**src/rtl/seg7_pkg.sv**
```systemverilog
// Shared seven-segment constants: digit count, active-low segment patterns
// ({g,f,e,d,c,b,a}) for hex 0-F, blank pattern and all-digits-off enable.
package seg7_pkg;

    localparam int DIGITS = 4;

    localparam logic [6:0] SEG_0 = 7'b1000000;
    localparam logic [6:0] SEG_1 = 7'b1111001;
    localparam logic [6:0] SEG_2 = 7'b0100100;
    localparam logic [6:0] SEG_3 = 7'b0110000;
    localparam logic [6:0] SEG_4 = 7'b0011001;
    localparam logic [6:0] SEG_5 = 7'b0010010;
    localparam logic [6:0] SEG_6 = 7'b0000010;
    localparam logic [6:0] SEG_7 = 7'b1111000;
    localparam logic [6:0] SEG_8 = 7'b0000000;
    localparam logic [6:0] SEG_9 = 7'b0010000;
    localparam logic [6:0] SEG_A = 7'b0001000;
    localparam logic [6:0] SEG_B = 7'b0000011;
    localparam logic [6:0] SEG_C = 7'b1000110;
    localparam logic [6:0] SEG_D = 7'b0100001;
    localparam logic [6:0] SEG_E = 7'b0000110;
    localparam logic [6:0] SEG_F = 7'b0001110;

    localparam logic [6:0] SEG_BLANK = 7'b1111111;
    localparam logic [DIGITS-1:0] AN_OFF = 4'b1111;

endpackage

```
**src/rtl/hex_to_seg7.sv**
```systemverilog
// Combinational hex nibble to active-low seven-segment decoder,
// shared by every display digit.
module hex_to_seg7
    import seg7_pkg::*;
(
    input  logic [3:0] hex,
    output logic [6:0] seg
);

    always_comb begin
        seg = SEG_BLANK;
        case (hex)
            4'h0: seg = SEG_0;
            4'h1: seg = SEG_1;
            4'h2: seg = SEG_2;
            4'h3: seg = SEG_3;
            4'h4: seg = SEG_4;
            4'h5: seg = SEG_5;
            4'h6: seg = SEG_6;
            4'h7: seg = SEG_7;
            4'h8: seg = SEG_8;
            4'h9: seg = SEG_9;
            4'hA: seg = SEG_A;
            4'hB: seg = SEG_B;
            4'hC: seg = SEG_C;
            4'hD: seg = SEG_D;
            4'hE: seg = SEG_E;
            4'hF: seg = SEG_F;
            default: seg = SEG_BLANK;
        endcase
    end

endmodule

```
**src/rtl/count_display.sv**
```systemverilog
// Counts counter_16 carry edges in a 3-digit BCD wrap counter and scans
// {din, hundreds, tens, ones} onto a 4-digit common-anode display.
// Optional LEAD_ZERO_BLANK_EN blanks leading zeros of the carry count.
module count_display
    import seg7_pkg::*;
#(
    parameter int SCAN_DIV = 100000
) (
    input  logic              clk,
    input  logic              rst,
    input  logic [3:0]        din,
    input  logic              cout,
    input  logic              clr,
    input  logic              hold,
    output logic [DIGITS-1:0] an,
    output logic [6:0]        seg,
    output logic              dp
);

    localparam int DIV_W = $clog2(SCAN_DIV);

    logic              cout_q;
    logic              rise;
    logic [3:0]        h, t, o;
    logic [15:0]       snap;
    logic [DIV_W-1:0]  div;
    logic              tick;
    logic [1:0]        idx;
    logic [3:0]        nib;
    logic              blank;
    logic [6:0]        enc;
    logic [6:0]        seg_next;

    assign rise = cout & ~cout_q;
    assign tick = (div == DIV_W'(SCAN_DIV - 1));

    // cout_q resets high so a carry already asserted at release is ignored
    always_ff @(posedge clk) begin
        if (!rst) begin
            cout_q <= 1'b1;
            h      <= 4'd0;
            t      <= 4'd0;
            o      <= 4'd0;
        end else begin
            cout_q <= cout;
            if (clr) begin
                h <= 4'd0;
                t <= 4'd0;
                o <= 4'd0;
            end else if (rise) begin
                if (o == 4'd9) begin
                    o <= 4'd0;
                    if (t == 4'd9) begin
                        t <= 4'd0;
                        h <= (h == 4'd9) ? 4'd0 : h + 4'd1;
                    end else begin
                        t <= t + 4'd1;
                    end
                end else begin
                    o <= o + 4'd1;
                end
            end
        end
    end

    always_ff @(posedge clk) begin
        if (!rst) begin
            snap <= 16'd0;
        end else if (!hold) begin
            snap <= {din, h, t, o};
        end
    end

    always_ff @(posedge clk) begin
        if (!rst) begin
            div <= '0;
            idx <= 2'd0;
        end else if (tick) begin
            div <= '0;
            idx <= idx + 2'd1;
        end else begin
            div <= div + DIV_W'(1);
        end
    end

    always_comb begin
        nib   = snap[15:12];
        blank = 1'b0;
        case (idx)
            2'd0: nib = snap[15:12];
            2'd1: nib = snap[3:0];
            2'd2: begin
                nib = snap[7:4];
`ifdef LEAD_ZERO_BLANK_EN
                blank = (snap[11:8] == 4'd0) && (snap[7:4] == 4'd0);
`endif
            end
            default: begin
                nib = snap[11:8];
`ifdef LEAD_ZERO_BLANK_EN
                blank = (snap[11:8] == 4'd0);
`endif
            end
        endcase
    end

    hex_to_seg7 u_dec (
        .hex (nib),
        .seg (enc)
    );

    assign seg_next = blank ? SEG_BLANK : enc;

    always_ff @(posedge clk) begin
        if (!rst) begin
            an  <= AN_OFF;
            seg <= SEG_BLANK;
            dp  <= 1'b1;
        end else begin
            an  <= ~(DIGITS'(1) << idx);
            seg <= seg_next;
            dp  <= (idx != 2'd1);
        end
    end

endmodule

```
**config.mk**
```make
export PLATFORM = sky130hd
export DESIGN_NAME = count_display
export DESIGN_NICKNAME = d
export VERILOG_FILES = /design/src/rtl/seg7_pkg.sv /design/src/rtl/hex_to_seg7.sv /design/src/rtl/count_display.sv
export SDC_FILE = /design/constraint.sdc
export NUM_CORES = 1
export LEC_CHECK = 0
export BUFFER_PORTS_ARGS = -buffer_cell sky130_fd_sc_hd__buf_4
export CAP_MARGIN = 0
export CELL_PAD_IN_SITES_DETAIL_PLACEMENT = 1
export CELL_PAD_IN_SITES_GLOBAL_PLACEMENT = 2
export CORE_UTILIZATION = 37
export CTS_CLUSTER_DIAMETER = 80
export DETAILED_ROUTE_END_ITERATION = 7
export GPL_TIMING_DRIVEN = 0
export PLACE_DENSITY_LB_ADDON = 0.15
export SYNTH_ARGS = -nofsm -noshare
export SYNTH_HDL_FRONTEND = slang
export SYNTH_SLANG_ARGS = --single-unit
```
**constraint.sdc**
```tcl
create_clock -name clk -period 2.5 [get_ports clk]
set_input_delay 0.125 -clock clk [delete_from_list [all_inputs] [get_ports clk]]
set_output_delay 0.125 -clock clk [all_outputs]
set_load 0.02 [all_outputs]
```
# Word level (Yosys, flattened, before mapping)
# Memories as Yosys holds them, arrays and structs flattened. A register that Yosys moved wholly into a read port is not among the register bits.
# Cells that the tools add are included.
dict set report classes {
  bitwise_logic 4
  muxes 4
  n_eq_ne 7
  add_sub_neg 5
  reduce_logical 6
  shifts 1
}
# cell n
set ops {}
lappend ops {{$add 17x1->17 const B} 1}
lappend ops {{$eq 17x17->1 const B} 1}
lappend ops {{$add 4x1->4 const B} 3}
lappend ops {{$eq 4x4->1 const B} 3}
lappend ops {{$mux 4} 3}
lappend ops {{$pmux 4 s3} 1}
lappend ops {{$not 4->4} 1}
lappend ops {{$reduce_or 2->1} 2}
lappend ops {{$shl 1x2->4 const A} 1}
lappend ops {{$reduce_and 3->1} 1}
lappend ops {{$add 2x1->2 const B} 1}
lappend ops {{$eq 2x1->1 const B} 1}
lappend ops {{$eq 2x2->1 const B} 1}
lappend ops {{$logic_not 2->1} 1}
lappend ops {{$ne 2x1->1 const B} 1}
lappend ops {{$not 1->1} 2}
lappend ops {{$reduce_and 2->1} 1}
lappend ops {{$and 1x1->1} 1}
lappend ops {{$logic_not 1->1} 1}
dict set report word_totals {
  mem_bits_ro 112
  out_inout_bits 12
  wordCells 37
  memories 1
  inputBits 9
  reg_bits 53
}
# memory depth word_bits rd rd_ports_with_merged_regs wr line
set memory_table {}
lappend memory_table {{(no name shown)} 16 7 1 1 0 hex_to_seg7.sv:12} ;# case (hex)

# Depth between registers and ports, before layout
dict set report depth {
  depth_word 3
  depth_mapped 9
  mapped_depth_nobuf 9
}

# Modules after synthesis
# From an unflattened synthesis, not the netlist that was laid out.
dict set report unflattened {
  cells_unflattened 295
  hier_area_um2 2717.6
}
# module area_each_um2 cells_per_inst seq_area_each_um2 instances
set modules_own_cells {}
lappend modules_own_cells {count_display 2469.9 260 1181.1 1}
lappend modules_own_cells {hex_to_seg7 247.7 35 0.0 1}

# Least setup slack after synthesis
# No wires, ideal clock.
dict set report synth_path {
  kind {register -> register}
  startpoint {reg idx[0]}
  endpoint {reg seg[3]}
  stages_incl_launch_ff 9
  arrival_time_ps 1950
  setup_time_ps 154
  path_slack_ps 397
  synth_period_minus_slack_ps 2103
  path_buffers 0
  required_time_ps 2346
  cell_sequence {dfxtp_1 > ha_1 > clkinv_1 > a21oi_1 > inv_1 > ha_1 > a211oi_1 > a2111oi_0 > a41oi_1}
}
dict set report synth_via {
  elab_chain_len 2
  word_cells_on_any_way 4
  classes_between {2 x eq/ne; 1 x mux; 1 x reduce/logical}
}
# item line
set synth_rtl {}
lappend synth_rtl {{start: declaration} count_display.sv:28} ;# logic [1:0] idx;
lappend synth_rtl {{start signal: assignment} count_display.sv:80} ;# idx <= idx + 2'd1;
lappend synth_rtl {{$eq 2x2->1, or another cell as far along} count_display.sv:89} ;# case (idx)
lappend synth_rtl {{$pmux 4 s3 (*)} count_display.sv:89}
lappend synth_rtl {{end: declaration} count_display.sv:16} ;# output logic [6:0] seg,
# Every way passes the cells marked *; elsewhere a longest branch is shown, timed or not.
# A chain may end at the register's enable or synchronous reset.

# Worst setup path in the final report
# Ends and elaborated chain as after synthesis.

==> metrics <==
# rows=31; Clock transition at path regs=0.07 ns; initial antenna violation count=0; critical path's slowest cell=a222oi_1; Area after DPL=0.003012 sq mm; core footprint=0.007214 sq mm; initial core utilization=38.05%; # IOs=21; CP bufs+invs=2; CTS tree=done; PortBufs=19; initial DRC count=66; Final Max Slew Viols=0; Slew headroom=54.14%; die area=0.007768 sq mm; post-layout utilization of the core=45.27%; gpl congestion=0.7558; critical path type=register to register; Mapped Nets=312; Synth warnings=0; Post-Route WL=6076 microns; Setup Skew=0.006364 ns; worst-skew pair later-pin latency=0.33 ns; Req. time, crit path=2.74 ns; total CTS buffers=9; Vias/cell=5.136; CP Launch Type=register; CP dominant cell by count=ha_1; synthesized flop and latch total=59; hpwl dp=4326 microns; # clock sinks=59; asr flop ratio synth=0%; Top delay family on crit path=compound AO/OA/AOI/OAI gates; Mapped Cells=291; min-delay worst type=input pin to register; Crit. End Element=register; Syn Std Cell Area=0.002745 sq mm; gr ovfl total=0; final instance area=0.003266 sq mm; Final #Nets=343; sequential area share after synthesis=43.03%; vias in the first global route=2,027; Fin. Hold Viols=0; Post-synth EDFFs=0; Pre-antenna DRT Iters=5; # fillers=867; Post-route DRC=0; Final period util=93.55%; Area Growth Syn to Fin=18.96%; Distinct cells, synth=51; Die W=88.14 microns; Period minus WS final=2.339 ns; routed vias=2,183; Synth area leader=dfxtp_1; area of the multi-input gates=0.001479 sq mm; first-pass GRT wire length=9887 microns; largest net degree at the start of global routing=11; highest routed layer=met4; unrepaired setup endpoints after global routing=no; clock buffer depth=2; Max-Cap Viols=0; status=finished clean; Synth top area share=43.03%; DR WL/cell=14.30 microns; endpoints failing setup=0; P_leak=0.001275 uW; Synth Flop Type=dfxtp_1; Fin Setup TNS=0 ns; synth top area cells=dfxtp_1 (43%), mux2i_1 (8.4%), nor2_1 (6.0%); crit path DAT=2.58 ns; actual slew at the worst max-slew pin=0.6687 ns; P per Cell Area=631.3 mW/mm^2; Metal-1 WL=3017 microns; fraction of layout cells with a size suffix above 1=16.56%; fmax=427.6 MHz; Met3 Routed Length=254 microns; routed wl met2=2733 microns; Critical Path Max Stage Delay=0.55 ns; Antenna Cells=0; Sequential cell area=0.001184 sq mm; peak supply drop=0.0002375 V; Tot GR Track Use=16.78%; Mean Syn Cell Area=9.433 sq um; CP max FO=5; Routed Antenna Nets=0; H-Tree Depth=3; Root Buffer=clkbuf_8; Die H=88.14 microns; CP cell instances=inv_1, ha_1, a222oi_1, a21oi_4, inv_2, ha_1, a211oi_2, a2111oi_2, a41oi_1
-- per-layer routing --
metal,vias up,global-route usage (%)
li1,1077,-
met1,1059,22.28
met2,43,26.36
met3,4,4.807
met4,0,5.279
met5,-,0
-- flip-flops by register name, indices dropped and copies added (netlist names) --
signal,flops
an,4
seg,7
t,4
o,4
snap,16
h,4
idx,2
div,17
cout_q,1
-- Yosys cell counts, types with 2 or more instances --
library cell / number
nor2_1: 44
o221ai_1: 2
ha_1: 12
or3_1: 2
clkbuf_1: 9
and4_1: 2
nand3_1: 9
mux2_2: 2
nor4bb_1: 2
xor2_1: 13
nor3_1: 2
dfxtp_1: 59
nand2_1: 16
nor2b_1: 7
inv_1: 9
nor4_1: 2
xnor2_1: 8
nand4_1: 8
nand4b_1: 3
nor3b_1: 3
a222oi_1: 3
o21ai_0: 8
a31oi_1: 2
nand2b_1: 3
a21oi_1: 11
mux2i_1: 23
buf_2: 3
-- worst register-to-register path, stage by stage (launching register included) --
cell and delay (ns):
dfxtp_2 0.38, inv_1 0.07, ha_1 0.26, a222oi_1 0.55, a21oi_4 0.16, inv_2 0.11, ha_1 0.25, a211oi_2 0.20
a2111oi_2 0.07, a41oi_1 0.20
-- cell type report --
cell class | instances | area share [%]
Buffer | 14 | 2.337
Clock buffer | 14 | 5.594
Clock inverter | 1 | 0.9195
Inverter | 10 | 1.149
Multi-Input combinational cell | 208 | 45.29
Sequential cell | 59 | 36.25
Tap cell | 99 | 3.793
Timing Repair Buffer | 20 | 4.674
-- power breakdown --
part           total, uW  leakage (uW)  switching, uW  internal [uW]
logic                157      0.000685           90.2           67.2
registers            972      0.000481           10.3            962
clock network        932      0.000109            367            565
total               2060       0.00127            468           1590
-- repair_timing --
| item | in CTS | in global routing |
|---|---|---|
| hold buffers | 1 | 0 |
| endpoints found under the setup margin | 1 | 3 |
| gates cloned | 0 | 0 |
| setup buffers | 0 | 0 |
| resized for setup | 1 | 8 |
| pin swaps | 0 | 1 |
| hold endpoints to repair | 1 | 0 |
-- placed cells by master (no fill, tap or decap), drive strengths merged, types with 2 or more instances in the layout --
cell type	instances
nor3	2
nand4	8
xnor2	8
nand2	16
mux2i	23
ha	12
dfxtp	59
nor4	3
nand2b	4
nor2	44
buf	24
nor2b	7
or4bb	2
nor3b	3
and4	3
a222oi	3
a31oi	2
a21oi	11
nand3	9
o21ai	8
mux2	2
inv	9
nand4b	3
or3	2
nor4bb	2
o221ai	2
clkbuf	23
xor2	13
-- worst paths after layout --
kind,slack (ns),cells past startpoint,from,end
max,0.16,9,idx[0],seg[3]
min reg2reg,0.48,1,div[0],div[0]
min,0.03,3,din[3],snap[15]
max reg2reg,0.16,9,idx[0],seg[3]
-- cells by family (layout without fill, tap and decap cells) --
| logic type | Yosys count | in the layout | synth area share [%] |
|---|---|---|---|
| AOI/OAI and AO/OA | 35 | 35 | 8.433 |
| xor gates and xnor gates | 21 | 21 | 6.700 |
| and+or+nand+nor | 115 | 115 | 23.02 |
| buffers and inverters | 24 | 59 | 4.147 |
| DFF | 59 | 59 | 43.03 |
| muxes | 25 | 25 | 9.207 |
| adders and majority gates | 12 | 12 | 5.469 |
-- through the flow --
stage / total power [uW] / setup WS [ns] / hold WS [ns] / std cells
6_report: 2062 / 0.1611 / 0.02772 / 425
5_1_grt: 2157 / 0.05076 / 0.03681 / 425
4_1_cts: 2090 / 0.1104 / 0.01313 / 425
3_5_place_dp: 1146 / 0.001653 / 0.3447 / 409
3_3_place_gp: 1144 / -0.05212 / 0.3398 / 409
2_1_floorplan: 1090 / 0.3966 / 0.2265 / 291
No activity file was read; power rests on OpenSTA's default activity.
